--- config.mk ---
export PLATFORM = sky130hd
export DESIGN_NAME = mem_access_ctrl
export DESIGN_NICKNAME = d
export VERILOG_FILES = /design/src/rtl/mem_access_ctrl.sv
export SDC_FILE = /design/constraint.sdc
export NUM_CORES = 1
export LEC_CHECK = 0
export CAP_MARGIN = 0
export CORE_UTILIZATION = 43
export DETAILED_ROUTE_END_ITERATION = 8
export PLACE_DENSITY = 0.89
export SYNTH_ARGS = -nofsm -noshare
export SYNTH_HDL_FRONTEND = slang
export SYNTH_SLANG_ARGS = --single-unit
--- constraint.sdc ---
create_clock -name clk -period 5.3 [get_ports clk]
set_clock_uncertainty 0.05 [all_clocks]
set_input_delay 1.06 -clock clk [delete_from_list [all_inputs] [get_ports clk]]
set_output_delay 1.06 -clock clk [all_outputs]
set_load 0.02 [all_outputs]
--- src/rtl/mem_access_ctrl.sv ---
// Data-memory initiator: accepts one load/store, checks alignment and range,
// then drives the memory strobes for WAIT_CYCLES cycles and returns a response.
module mem_access_ctrl #(
    parameter int unsigned WAIT_CYCLES = 1,
    parameter int unsigned MEM_BYTES   = 1024
) (
    input  logic        clk,
    input  logic        rst,
    input  logic        req_valid,
    output logic        req_ready,
    input  logic [2:0]  req_op,
    input  logic [31:0] req_addr,
    input  logic [31:0] req_wdata,
    output logic        rsp_valid,
    output logic        rsp_fault,
    output logic [31:0] rsp_rdata,
    output logic        MEM_W,
    output logic        MEM_R,
    output logic        MEM_S,
    output logic [1:0]  MEM_C,
    output logic [31:0] mem_addr,
    output logic [31:0] mem_wdata,
    input  logic [31:0] mem_rdata
);

    localparam int unsigned WC =
        (WAIT_CYCLES == 0) ? 1 : ((WAIT_CYCLES > 15) ? 15 : WAIT_CYCLES);
    localparam logic [3:0]  CNT_INIT = 4'(WC - 1);
    localparam logic [32:0] LIMIT    = 33'(MEM_BYTES);

    typedef enum logic [2:0] {
        S_IDLE,
        S_CHECK,
        S_ACCESS,
        S_FAULT,
        S_RESP
    } state_t;

    state_t      state;
    logic [3:0]  cnt;
    logic [2:0]  op_q;
    logic        is_load;
    logic        misalign;
    logic        out_of_range;
    logic [32:0] end_addr;
    logic [32:0] size33;

    function automatic logic [1:0] size_of(input logic [2:0] op);
        logic [1:0] c;
        c = 2'b10;
        case (op)
            3'd0, 3'd5:       c = 2'b00;
            3'd1, 3'd2, 3'd6: c = 2'b01;
            default:          c = 2'b10;
        endcase
        return c;
    endfunction

    assign req_ready = (state == S_IDLE);
    assign is_load   = (op_q <= 3'd4);

    // Sum is 33 bits wide so an access near 0xFFFFFFFF cannot wrap into range.
    always_comb begin
        size33 = 33'd1;
        case (MEM_C)
            2'b00:   size33 = 33'd4;
            2'b01:   size33 = 33'd2;
            default: size33 = 33'd1;
        endcase
        end_addr     = {1'b0, mem_addr} + size33;
        out_of_range = end_addr > LIMIT;
        misalign     = ((MEM_C == 2'b00) && (mem_addr[1:0] != 2'b00)) ||
                       ((MEM_C == 2'b01) && mem_addr[0]);
    end

    always_ff @(posedge clk or posedge rst) begin
        if (rst) begin
            state     <= S_IDLE;
            cnt       <= 4'd0;
            op_q      <= 3'd0;
            MEM_W     <= 1'b0;
            MEM_R     <= 1'b0;
            MEM_S     <= 1'b0;
            MEM_C     <= 2'b00;
            mem_addr  <= 32'd0;
            mem_wdata <= 32'd0;
            rsp_valid <= 1'b0;
            rsp_fault <= 1'b0;
            rsp_rdata <= 32'd0;
        end else begin
            rsp_valid <= 1'b0;
            rsp_fault <= 1'b0;
            unique case (state)
                S_IDLE: begin
                    if (req_valid) begin
                        state     <= S_CHECK;
                        op_q      <= req_op;
                        mem_addr  <= req_addr;
                        mem_wdata <= req_wdata;
                        MEM_C     <= size_of(req_op);
                        MEM_S     <= (req_op == 3'd1) || (req_op == 3'd3);
                        rsp_rdata <= 32'd0;
                    end
                end
                S_CHECK: begin
                    if (misalign || out_of_range) begin
                        state     <= S_FAULT;
                        rsp_valid <= 1'b1;
                        rsp_fault <= 1'b1;
                    end else begin
                        state <= S_ACCESS;
                        cnt   <= CNT_INIT;
                        MEM_R <= is_load;
                        MEM_W <= ~is_load;
                    end
                end
                S_ACCESS: begin
                    if (cnt == 4'd0) begin
                        state     <= S_RESP;
                        MEM_R     <= 1'b0;
                        MEM_W     <= 1'b0;
                        rsp_valid <= 1'b1;
                        if (is_load) rsp_rdata <= mem_rdata;
                    end else begin
                        cnt <= cnt - 4'd1;
                    end
                end
                S_FAULT: state <= S_IDLE;
                S_RESP:  state <= S_IDLE;
                default: state <= S_IDLE;
            endcase
        end
    end

endmodule

After elaboration in Yosys (flattened, before gate mapping)
Index checks and enable logic that the tools add are counted.
{"block": "word_totals", "ff_bits": 113, "inputBits": 102, "out_inout_bits": 104, "word_cells": 71}
{"block": "op_classes", "addsub": 2, "order_cmp": 2, "eq_ne": 13, "n_mux": 22, "n_bitwise": 1, "reduce_logical": 19}
{"cell": "32-bit two-way mux", "count": 3}
{"cell": "32-bit case mux with 2 select lines", "count": 1}
{"cell": "32-bit by 33-bit adder with 33-bit output", "count": 1}
{"cell": "33-bit by 11-bit > comparator with 1-bit output, second input constant", "count": 1}
{"cell": "2-bit != test, second input constant", "count": 5}
{"cell": "3-bit by 2-bit == test with 1-bit output, second input constant", "count": 3}
{"cell": "3-bit case mux with 3 select lines", "count": 1}
{"cell": "4-bit two-way mux", "count": 2}
{"cell": "4-bit case mux with 2 select lines", "count": 1}
{"cell": "1-bit two-way mux", "count": 7}
{"cell": "3-bit by 1-bit == test with 1-bit output, second input constant", "count": 2}
{"cell": "3-bit == test, second input constant", "count": 2}
{"cell": "3-bit logical NOT", "count": 2}
{"cell": "3-bit two-way mux", "count": 2}
{"cell": "1-bit case mux with 2 select lines", "count": 3}
{"cell": "3-bit case mux with 2 select lines", "count": 1}
{"cell": "3-bit AND reduction", "count": 2}
{"cell": "2-bit nonzero test", "count": 3}
{"cell": "4-bit logical NOT", "count": 1}
{"cell": "2-bit case mux with 2 select lines", "count": 1}
{"cell": "2-bit AND reduction", "count": 2}
{"cell": "4-bit AND reduction", "count": 1}
{"cell": "4-bit by 1-bit subtractor with 4-bit output, second input constant", "count": 1}
{"cell": "3-bit <= comparator, second input constant", "count": 1}
{"cell": "other kinds (7)", "count": 10}

Logic depth before layout (Yosys ltp)
Gate-level depths: netlist of the first run.
{"block": "logic_depth", "depth_word": 7, "depth_mapped": 11}

Least setup slack after synthesis of the first run
Ideal clock, no wire load.
{"block": "synth_timing", "path_kind": "reg-to-reg", "from": "reg MEM_C[1]", "to": "reg MEM_W", "setup_time_ps": 122, "arrival_ps": 3213, "required_ps": 5128, "setup_slack_ps": 1915, "stages_incl_launch_ff": 11, "path_buffers": 0, "path_cell_list": "dfrtp_1 nor2_1 ha_1 nand3_1 a211oi_2 and3_1 nand3_1 mux2i_1 or4_4 or4_4 a32o_1"}
{"block": "synth_between", "elab_chain_cells": 7}
{"element": "from (decl)", "line": "20", "rtl": "output logic [1:0] MEM_C,"}
{"element": "from (signal assigned)", "line": "100", "rtl": "MEM_C <= size_of(req_op);"}
{"element": "2-bit by 1-bit == test with 1-bit output / 2-bit logical NOT (equally long branches)", "line": "65, 73, 72"}
{"element": "3-bit case mux with 2 select lines", "line": "65", "rtl": "case (MEM_C)"}
{"element": "32-bit by 33-bit adder with 33-bit output", "line": "70", "rtl": "end_addr = {1'b0, mem_addr} + size33;"}
{"element": "33-bit by 11-bit > comparator with 1-bit output", "line": "71", "rtl": "out_of_range = end_addr > LIMIT;"}
{"element": "1-bit logical OR *", "line": "106", "rtl": "if (misalign || out_of_range) begin"}
{"element": "2-bit != test (no source line) *"}
{"element": "3-bit AND reduction (no source line) *"}
{"element": "to (signal assigned)", "line": "114", "rtl": "MEM_W <= ~is_load;"}
{"element": "to (decl)", "line": "17", "rtl": "output logic MEM_W,"}
Mark *: on every way between the ends. The rest lies on a longest branch, timed or not.
A chain may end at the register's enable or synchronous reset.

Worst setup path in the final report of the first run
Ends and elaborated chain as after synthesis.

==> results.py, run 1 <==
metrics = {
    "outcome": {
        "status": "finished, final reports clean",
    },
    "worst_setup_path": {
        "critPathArrivalTime_ns": 3.90,
        "reg2reg_from": "MEM_C[1]",
        "cp_slowest_cell": "a211oi_2",
        "cp-endpoint": "MEM_W",
        "start_kind": "flip-flop",
        "cp-end-kind": "flip-flop",
        "reg2reg_depth": 10,
        "crit_required_ns": 5.55,
        "cpLargestDelayFamily": "simple AND/OR/NAND/NOR gates",
        "critPathMaxFanout": 9,
        "slowest_delay_ns": 0.56,
        "startpoint": "MEM_C[1]",
        "path_class": "flip-flop to flip-flop",
        "path_depth": 10,
        "crit-reg2reg-capture": "MEM_W",
        "r2r_slack_ns": 1.65,
        "crit_buf_inv": 0,
        "path_cells": "nor2_1 > ha_1 > nand3_1 > a211oi_2 > and3_1 > nand3_1 > mux2i_1 > or4_4 > or4_4 > a32o_1",
    },
    "placed_design": {
        "io_buffers": 205,
        "place_area_um2": 7210,
        "gp_congestion": 0.862,
        "dpl.hpwl_um": 9390,
    },
    "clocking": {
        "clk_pin_slew_worst_paths_ns": 0.05,
        "clk_path_buf_depth": 2,
        "cts_max_level": 4,
        "ctsHoldBuffers": 0,
        "clkSinkCount": 113,
        "worst_skew_pair.late_latency_ns": 0.42,
        "cts-root-buf": "clkbuf_16",
        "post_cts_buffers": 0,
        "cts_tree": "built",
        "ctsResizeCount": 0,
        "cts_buffers": 17,
    },
    "cells_and_area": {
        "area_growth_pct": 55.4,
        "fin_nets": 722,
        "multi_input_area_um2": 2090,
        "final_area_um2": 7800,
        "drive_above_1_share_pct": 18.5,
        "final_util_pct": 68.6,
        "regArea_um2": 2830,
        "diodes": 0,
        "fillCellCount": 825,
    },
    "timing": {
        "hold_viol_final": 0,
        "rsz0062_at_grt": "no",
        "worst_pin_slew_ns": 1.11,
        "fmax_mhz": 274,
        "period_share_pct": 68.9,
        "setup_violations": 0,
        "slew_violations": 0,
        "min_period_ns": 3.65,
        "setup_tns_ns": 0,
        "relSlewSlack_pct": 25.9,
    },
    "yosys": {
        "synth.distinct_cells": 53,
        "synth_common_cells": "dfrtp_1, mux2_2, a22o_1",
        "synthSimpleGateAreaFrac_pct": 10.5,
        "synth-adder-area-share_pct": 1.65,
        "synth_top_area_cell": "dfrtp_1",
        "synth_xor_area_share_pct": 1.92,
        "ys_seq_area_share_pct": 56.4,
        "ys.flop_type": "dfrtp_1",
        "synthCells": 404,
        "avgSynthCellArea_um2": 12.4,
        "synthTopCellsByArea": "dfrtp_1, mux2_2, a22o_1",
        "syn_area_um2": 5020,
        "synth_top_family_by_area": "multiplexers",
        "synth_seq_cells": 113,
        "async_reset_ff_share_pct": 100,
        "synthesis.nets": 512,
        "yosysMostFrequentCell": "dfrtp_1",
        "synth_top_cell_area_share_pct": 56.4,
        "ys_warn_count": 0,
        "synthMuxAreaShare_pct": 15.4,
        "synth_compound_area_share_pct": 12.2,
        "synth_edf_count": 0,
    },
    "drt": {
        "vias": 4154,
        "viasPerCell": 5.39,
        "drtIter0Drc": 177,
        "routed_wl_um": 13300,
        "wire_per_inst_um": 17.2,
        "final_antenna_net_count": 0,
        "drc": 0,
        "drtPass1Iterations": 4,
    },
    "die": {
        "die_height_um": 110,
        "die_area_um2": 12100,
        "std_cell_rows": 39,
        "core_um2": 11400,
        "die_x_um": 110,
        "initial_utilization_pct": 44.1,
        "pin_count": 206,
    },
    "run": {
        "maxCapViolCount": 0,
    },
    "global_routing": {
        "globalRoute.totalOverflow": 0,
        "antenna_found_initial": 0,
        "grt_start_max_net_pins": 86,
        "first_global_vias": 4194,
        "grt_use_total_pct": 22.9,
        "grt_pass1_wl_um": 20800,
    },
    "pwr": {
        "finalPower_w": 0.00526,
        "power_density_nw_per_um2": 674,
        "ir_drop_uv": 438,
        "p_leak_nw": 3.25,
    },
    "hold_path": {
        "hp-class": "flip-flop to flip-flop",
    },
}
[per-layer routing]
metal / track usage (%) / vias to the layer above / part of all wire (%)
li1: - / 1921 / -
met1: 27.1 / 2048 / 40
met2: 37.3 / 163 / 51
met3: 7.82 / 22 / 7.6
met4: 11.0 / 0 / 1.7
met5: 0 / - / 0
[placed cells by master (no fill, tap or decap), types with 5 or more instances in the layout]
| master | count |
|---|---|
| a21oi_1 | 9 |
| a22o_1 | 31 |
| a31oi_1 | 7 |
| and2_1 | 5 |
| clkbuf_16 | 17 |
| clkdlybuf4s50_1 | 205 |
| clkinv_2 | 7 |
| dfrtp_1 | 113 |
| ha_1 | 5 |
| inv_1 | 9 |
| mux2_2 | 65 |
| nand2_1 | 20 |
| nand3_1 | 9 |
| nand4_1 | 7 |
| nor2_1 | 21 |
| nor3_1 | 12 |
| o21ai_0 | 14 |
| xnor2_1 | 5 |
| xor2_1 | 6 |
[power breakdown]
group / internal (W) / switching [W]
logic: 0.00127 / 0.00119
clock network: 0.000734 / 0.000389
registers: 0.00128 / 0.000391
total: 0.00329 / 0.00197
[final cells by class]
type	count	area share, %
multi-input cells	265	26.8
well taps	143	2.29
clock buffers	21	6.16
flip-flops and latches	113	36.3
inverters	10	0.514
clock inverters	11	1.41
repair buffers	207	26.5
[state kept, by name, indices dropped and copies added (netlist names), 2 cells and up]
name,cells
op_q,3
rsp_rdata,32
MEM_C,2
state,3
cnt,4
mem_addr,32
mem_wdata,32
[tightest hold or removal path, stage by stage, from the launching register on]
cell     delay [ns]
dfrtp_1        0.35
nand2_1        0.05
o21ai_0        0.06
[through the flow]
| step | hold WS, ns | setup slack [ns] | instances |
|---|---|---|---|
| 6_report | 0.442 | 1.65 | 770 |
| 2_1_floorplan | 0.425 | 1.20 | 404 |
| 4_1_cts | 0.443 | 1.65 | 770 |
| 3_3_place_gp | 0.422 | 1.87 | 738 |
| 5_1_grt | 0.469 | 1.42 | 770 |
| 3_5_place_dp | 0.431 | 1.68 | 738 |
[cell families (layout without fill, tap and decap cells)]
family / Yosys count / after routing
AO/OA/AOI/OAI: 83 / 83
XOR/XNOR: 11 / 11
adder cells (fa/ha/maj): 6 / 6
buffers and inverters: 26 / 249
flip-flops: 113 / 113
multiplexers: 69 / 69
AND/OR/NAND/NOR: 96 / 96
[worst min path at each step]
| stage | to | startpoint | slack [ns] | cells past startpoint |
|---|---|---|---|---|
| final | rsp_rdata[31] | rsp_rdata[31] | 0.44 | 2 |
| after global routing | mem_wdata[25] | mem_wdata[25] | 0.47 | 1 |
| after CTS | rsp_rdata[31] | rsp_rdata[31] | 0.44 | 2 |
| after detailed placement | rsp_rdata[31] | rsp_rdata[31] | 0.43 | 2 |
| after global placement | rsp_rdata[31] | rsp_rdata[31] | 0.42 | 2 |
| after floorplan | cnt[0] | cnt[0] | 0.43 | 1 |
Note: power is estimated with default switching activity, not from simulation.
==> inputs of run 2 (changes only) <==
==> constraint.sdc (replaced) <==
create_clock -name clk -period 3.8 [get_ports clk]
set_clock_uncertainty 0.05 [all_clocks]
set_input_delay 0.76 -clock clk [delete_from_list [all_inputs] [get_ports clk]]
set_output_delay 0.76 -clock clk [all_outputs]
set_load 0.02 [all_outputs]
==> run 2 against run 1 <==
Critical path depth did not move. Critical endpoint unchanged. Clock power rose by 29%. Via count rose by 0.43%. Design area fell by 0.32%.
==> results.py, run 2 (synthesis gave the netlist of run 1 again) <==
metrics = {
    "outcome": {
        "status": "finished, final reports clean",
    },
    "pwr": {
        "internal-power_w": 0.00450,
        "p_sw_w": 0.00272,
        "pwr-share-seq_pct": 32.3,
        "power_frac_comb_pct": 47.8,
        "p_leak_nw": 3.24,
        "ir_drop_uv": 581,
        "clock_power_share_pct": 19.9,
        "power_density_nw_per_um2": 929,
        "switching_share_pct": 37.7,
    },
    "global_routing": {
        "top_usage_layer": "met2",
        "grt_use_met1_pct": 26.9,
        "grt_start_max_net_pins": 76,
        "grt_use_total_pct": 22.7,
        "antenna_found_initial": 0,
        "met2_usage_pct": 37.8,
        "grt_pass1_wl_um": 20900,
        "first_global_vias": 4310,
        "globalRoute.totalOverflow": 0,
        "met3_usage_pct": 9.17,
    },
    "worst_setup_path": {
        "start_kind": "flip-flop",
        "critPathArrivalTime_ns": 3.81,
        "path_cells": "nor2_1 > ha_1 > nand3_1 > a211oi_4 > and3_1 > nand3_1 > mux2i_1 > or4_4 > or4_4 > a32o_1",
        "cp-end-kind": "flip-flop",
        "crit_buf_inv": 0,
        "cp_slowest_cell": "or4_4",
        "startpoint": "MEM_C[1]",
        "critPathMaxFanout": 9,
        "r2r_slack_ns": 0.22,
        "cpLargestDelayFamily": "simple AND/OR/NAND/NOR gates",
        "slowest_delay_ns": 0.56,
        "crit_required_ns": 4.04,
        "path_class": "flip-flop to flip-flop",
        "reg2reg_from": "MEM_C[1]",
    },
    "clocking": {
        "cts_buffers": 17,
        "ctsResizeCount": 0,
        "cts_max_level": 4,
        "clk_pin_slew_worst_paths_ns": 0.05,
        "ctsHoldBuffers": 0,
        "clkSinkCount": 113,
        "cts_tree": "built",
        "worst_skew_pair.late_latency_ns": 0.40,
        "clk_path_buf_depth": 2,
        "post_cts_buffers": 0,
        "cts-root-buf": "clkbuf_16",
    },
    "drt": {
        "viasPerCell": 5.43,
        "vias": 4172,
        "routed_wl_um": 13500,
        "final_antenna_net_count": 0,
        "drtPass1Iterations": 7,
        "wire_per_inst_um": 17.5,
        "drc": 0,
        "drtIter0Drc": 213,
    },
    "timing": {
        "fmax_mhz": 280,
        "rsz0062_at_grt": "no",
        "worst_pin_slew_ns": 1.14,
        "relSlewSlack_pct": 24.1,
        "min_period_ns": 3.58,
        "setup_violations": 0,
        "slew_violations": 0,
        "hold_viol_final": 0,
        "setup_tns_ns": 0,
        "period_share_pct": 94.1,
    },
    "hold_path": {
        "min_from": "rsp_rdata[31]",
        "hp-class": "flip-flop to flip-flop",
    },
    "die": {
        "die_x_um": 110,
        "std_cell_rows": 39,
        "pin_count": 206,
        "die_height_um": 110,
        "initial_utilization_pct": 44.1,
        "core_um2": 11400,
        "die_area_um2": 12100,
    },
    "cells_and_area": {
        "layout.cells.non_filler": 769,
        "final_cell_mix": "clkdlybuf4s50_1, dfrtp_1, mux2_2",
        "top_regs": "mem_addr x32, mem_wdata x32, rsp_rdata x32",
        "fin_nets": 723,
        "area_growth_pct": 54.9,
        "final_area_um2": 7770,
        "final_common_cell": "clkdlybuf4s50_1",
        "diodes": 0,
        "drive_above_1_share_pct": 17.9,
    },
    "placed_design": {
        "gp_congestion": 0.844,
        "dp.cells": 739,
        "dpl.hpwl_um": 9580,
        "place_area_um2": 7230,
        "io_buffers": 205,
    },
    "run": {
        "maxCapViolCount": 0,
    },
}
==> run 2: cell types whose count changed in the layout (fill, tap and decap cells not counted), sizes merged <==
cell,change
buf,+1
clkbuf,+2
bufinv,-1
clkinv,-1
clkinvlp,-2
==> run 2: worst paths after layout <==
path | to | cells after the start
worst max register to register | MEM_W | 10
min in group asynchronous | rsp_rdata[6] | 2
worst min-delay path | rsp_rdata[31] | 2
worst min register to register | rsp_rdata[31] | 2
worst max-delay path | MEM_W | 10
max in group asynchronous | mem_addr[12] | 3
==> run 2: layer usage <==
metal / vias up / share of wire (%)
met5: - / 0
met4: 0 / 1.1
met3: 17 / 7.8
met2: 157 / 51
met1: 2081 / 40
li1: 1917 / -
==> run 2: stage by stage <==
stage	hold WS, ns	total power [W]	utilization, %	worst slack [ns]
after global placement	0.423	0.00563	63.6	0.373
final	0.438	0.00722	68.4	0.223
after floorplan	0.425	0.00415	-	0.00264
after detailed placement	0.435	0.00578	63.6	0.227
after CTS	0.446	0.00727	68.3	0.159
after global routing	0.464	0.00763	68.4	0.0892
==> run 2: tightest hold or removal path: stages (launching register included) <==
cell	delay, ns
dfrtp_1	0.35
nand2_1	0.05
o21ai_0	0.06
==> run 2: area by class of cell <==
cell class / count / area (µm²)
Tap cell: 143 / 179
Fill cell: 829 / 3600
Clock buffer: 23 / 478
Clock inverter: 7 / 60.1
Sequential cell: 113 / 2830
Inverter: 10 / 40.0
Multi-Input combinational cell: 265 / 2100
Timing Repair Buffer: 208 / 2090
==> run 2: power groups by stage <==
stage | Clock [W] | Combinational, W | Sequential (W)
after floorplan | 0 | 0.00124 | 0.00291
after global placement | 0 | 0.00334 | 0.00228
after detailed placement | 0 | 0.00344 | 0.00233
after CTS | 0.00147 | 0.00347 | 0.00233
after global routing | 0.00153 | 0.00368 | 0.00242
final | 0.00144 | 0.00345 | 0.00233
==> inputs of run 3 (changes only) <==
==> constraint.sdc (replaced) <==
create_clock -name clk -period 3.95 [get_ports clk]
set_clock_uncertainty 0.05 [all_clocks]
set_input_delay 0.79 -clock clk [delete_from_list [all_inputs] [get_ports clk]]
set_output_delay 0.79 -clock clk [all_outputs]
set_load 0.02 [all_outputs]
==> run 3 against run 2 <==
Total power fell by 0.21%. Die area unchanged. Setup slack gained 0.084 ns. Highest routed layer unchanged. Clock power rose by 13%. Cell count grew 0.13%. Critical path type unchanged. Largest cell class unchanged. Critical path depth did not move.
==> results.py, run 3 (synthesis gave the netlist of run 1 again) <==
metrics = {
    "timing": {
        "rsz0062_at_grt": "no",
        "setup_violations": 0,
        "hold_viol_final": 0,
        "worst_pin_slew_ns": 1.16,
        "relSlewSlack_pct": 22.9,
        "fmax_mhz": 275,
        "period_share_pct": 92.2,
        "slew_violations": 0,
        "min_period_ns": 3.64,
        "setup_tns_ns": 0,
    },
    "worst_setup_path": {
        "slowest_delay_ns": 0.55,
        "cpLargestDelayFamily": "simple AND/OR/NAND/NOR gates",
        "critPathMaxFanout": 9,
        "crit_required_ns": 4.19,
        "start_kind": "flip-flop",
        "reg2reg_from": "MEM_C[1]",
        "crit-reg2reg-capture": "MEM_W",
        "path_cells": "nor2_1 > ha_1 > nand3_1 > a211oi_2 > and3_1 > nand3_1 > mux2i_1 > or4_4 > or4_4 > a32o_1",
        "cp-end-kind": "flip-flop",
        "crit_buf_inv": 0,
        "cp_slowest_cell": "a211oi_2",
        "r2r_slack_ns": 0.31,
        "critPathArrivalTime_ns": 3.88,
        "reg2reg_depth": 10,
        "path_class": "flip-flop to flip-flop",
    },
    "die": {
        "initial_utilization_pct": 44.1,
        "pin_count": 206,
        "std_cell_rows": 39,
        "die_x_um": 110,
        "core_um2": 11400,
        "die_height_um": 110,
        "die_area_um2": 12100,
    },
    "placed_design": {
        "io_buffers": 205,
        "gp_congestion": 0.850,
        "dpl.hpwl_um": 9450,
        "dp.cells": 738,
    },
    "global_routing": {
        "top_usage_layer": "met2",
        "antenna_found_initial": 0,
        "met2_usage_pct": 38.2,
        "grt_use_met1_pct": 26.9,
        "grt_use_total_pct": 23.0,
        "grt_start_max_net_pins": 76,
        "first_global_vias": 4237,
        "met3_usage_pct": 8.05,
        "grt_pass1_wl_um": 20800,
        "globalRoute.totalOverflow": 0,
    },
    "cells_and_area": {
        "final_util_pct": 69.1,
        "final_common_cell": "clkdlybuf4s50_1",
        "layout.cells.non_filler": 770,
        "drive_above_1_share_pct": 18.2,
        "diodes": 0,
        "fin_nets": 722,
        "area_growth_pct": 56.7,
        "final_cell_mix": "clkdlybuf4s50_1, dfrtp_1, mux2_2",
        "top_regs": "mem_addr x32, mem_wdata x32, rsp_rdata x32",
    },
    "clocking": {
        "cts_max_level": 4,
        "clkSinkCount": 113,
        "post_cts_buffers": 0,
        "cts-root-buf": "clkbuf_16",
        "cts_buffers": 17,
        "worst_skew_pair.late_latency_ns": 0.41,
        "clk_path_buf_depth": 2,
        "ctsHoldBuffers": 0,
        "clk_pin_slew_worst_paths_ns": 0.05,
        "cts_tree": "built",
        "ctsResizeCount": 0,
    },
    "drt": {
        "viasPerCell": 5.49,
        "vias": 4224,
        "drc": 0,
        "final_antenna_net_count": 0,
        "drtIter0Drc": 219,
        "routed_wl_um": 13600,
        "drtPass1Iterations": 4,
        "wire_per_inst_um": 17.7,
    },
    "hold_path": {
        "holdPathStages": 1,
        "min_from": "rsp_rdata[26]",
        "hold_end": "rsp_rdata[26]",
        "hp-class": "flip-flop to flip-flop",
    },
    "outcome": {
        "status": "finished, final reports clean",
    },
    "run": {
        "maxCapViolCount": 0,
    },
    "pwr": {
        "power_density_nw_per_um2": 917,
        "finalPower_w": 0.00721,
        "ir_drop_uv": 574,
        "p_leak_nw": 3.27,
    },
}
==> run 3: changes by cell type in the layout (fill, tap and decap cells not counted) <==
cell	before	now
clkbuf_8	3	4
buf_4	2	1
clkinv_2	6	2
bufinv_16	1	4
clkbuf_1	3	2
a211oi_2	0	1
a211oi_4	1	0
clkinvlp_4	0	3
==> run 3: where the power goes <==
group	total, W	internal [W]	switching [W]
clock	0.00163	0.00112	0.000514
sequential	0.00225	0.00172	0.000536
combinational	0.00332	0.00171	0.00161
==> run 3: final cells by class <==
| cell class | instances | area [µm²] |
|---|---|---|
| multi-input combinational | 265 | 2090 |
| sequential | 113 | 2830 |
| clock inverter | 9 | 153 |
| timing repair buffer | 207 | 2080 |
| inverter | 10 | 40.0 |
| fill | 825 | 3510 |
| tap | 143 | 179 |
| clock buffer | 23 | 488 |
==> run 3: routing by layer <==
layer / up-vias / share of wire (%)
met4: 0 / 2.2
met3: 32 / 8.4
li1: 1915 / -
met5: - / 0
met1: 2088 / 39
met2: 189 / 51
==> run 3: metrics by stage <==
stage / cell area, µm² / hold WS (ns) / setup WS (ns)
after floorplan: 5020 / 0.425 / 0.123
after global placement: 7220 / 0.420 / 0.527
after detailed placement: 7220 / 0.441 / 0.422
after CTS: 7860 / 0.457 / 0.333
after global routing: 7860 / 0.462 / 0.115
final: 7860 / 0.451 / 0.307
==> run 3: worst max path at each step <==
stage / from / endpoint / slack [ns] / cells past startpoint
finish: MEM_C[1] / MEM_W / 0.31 / 10
global route: MEM_C[1] / MEM_W / 0.11 / 10
CTS: MEM_C[1] / MEM_W / 0.33 / 10
detailed placement: MEM_C[1] / MEM_W / 0.42 / 10
global placement: MEM_C[1] / MEM_W / 0.53 / 10
floorplan: rst / MEM_C[0] / 0.12 / 1
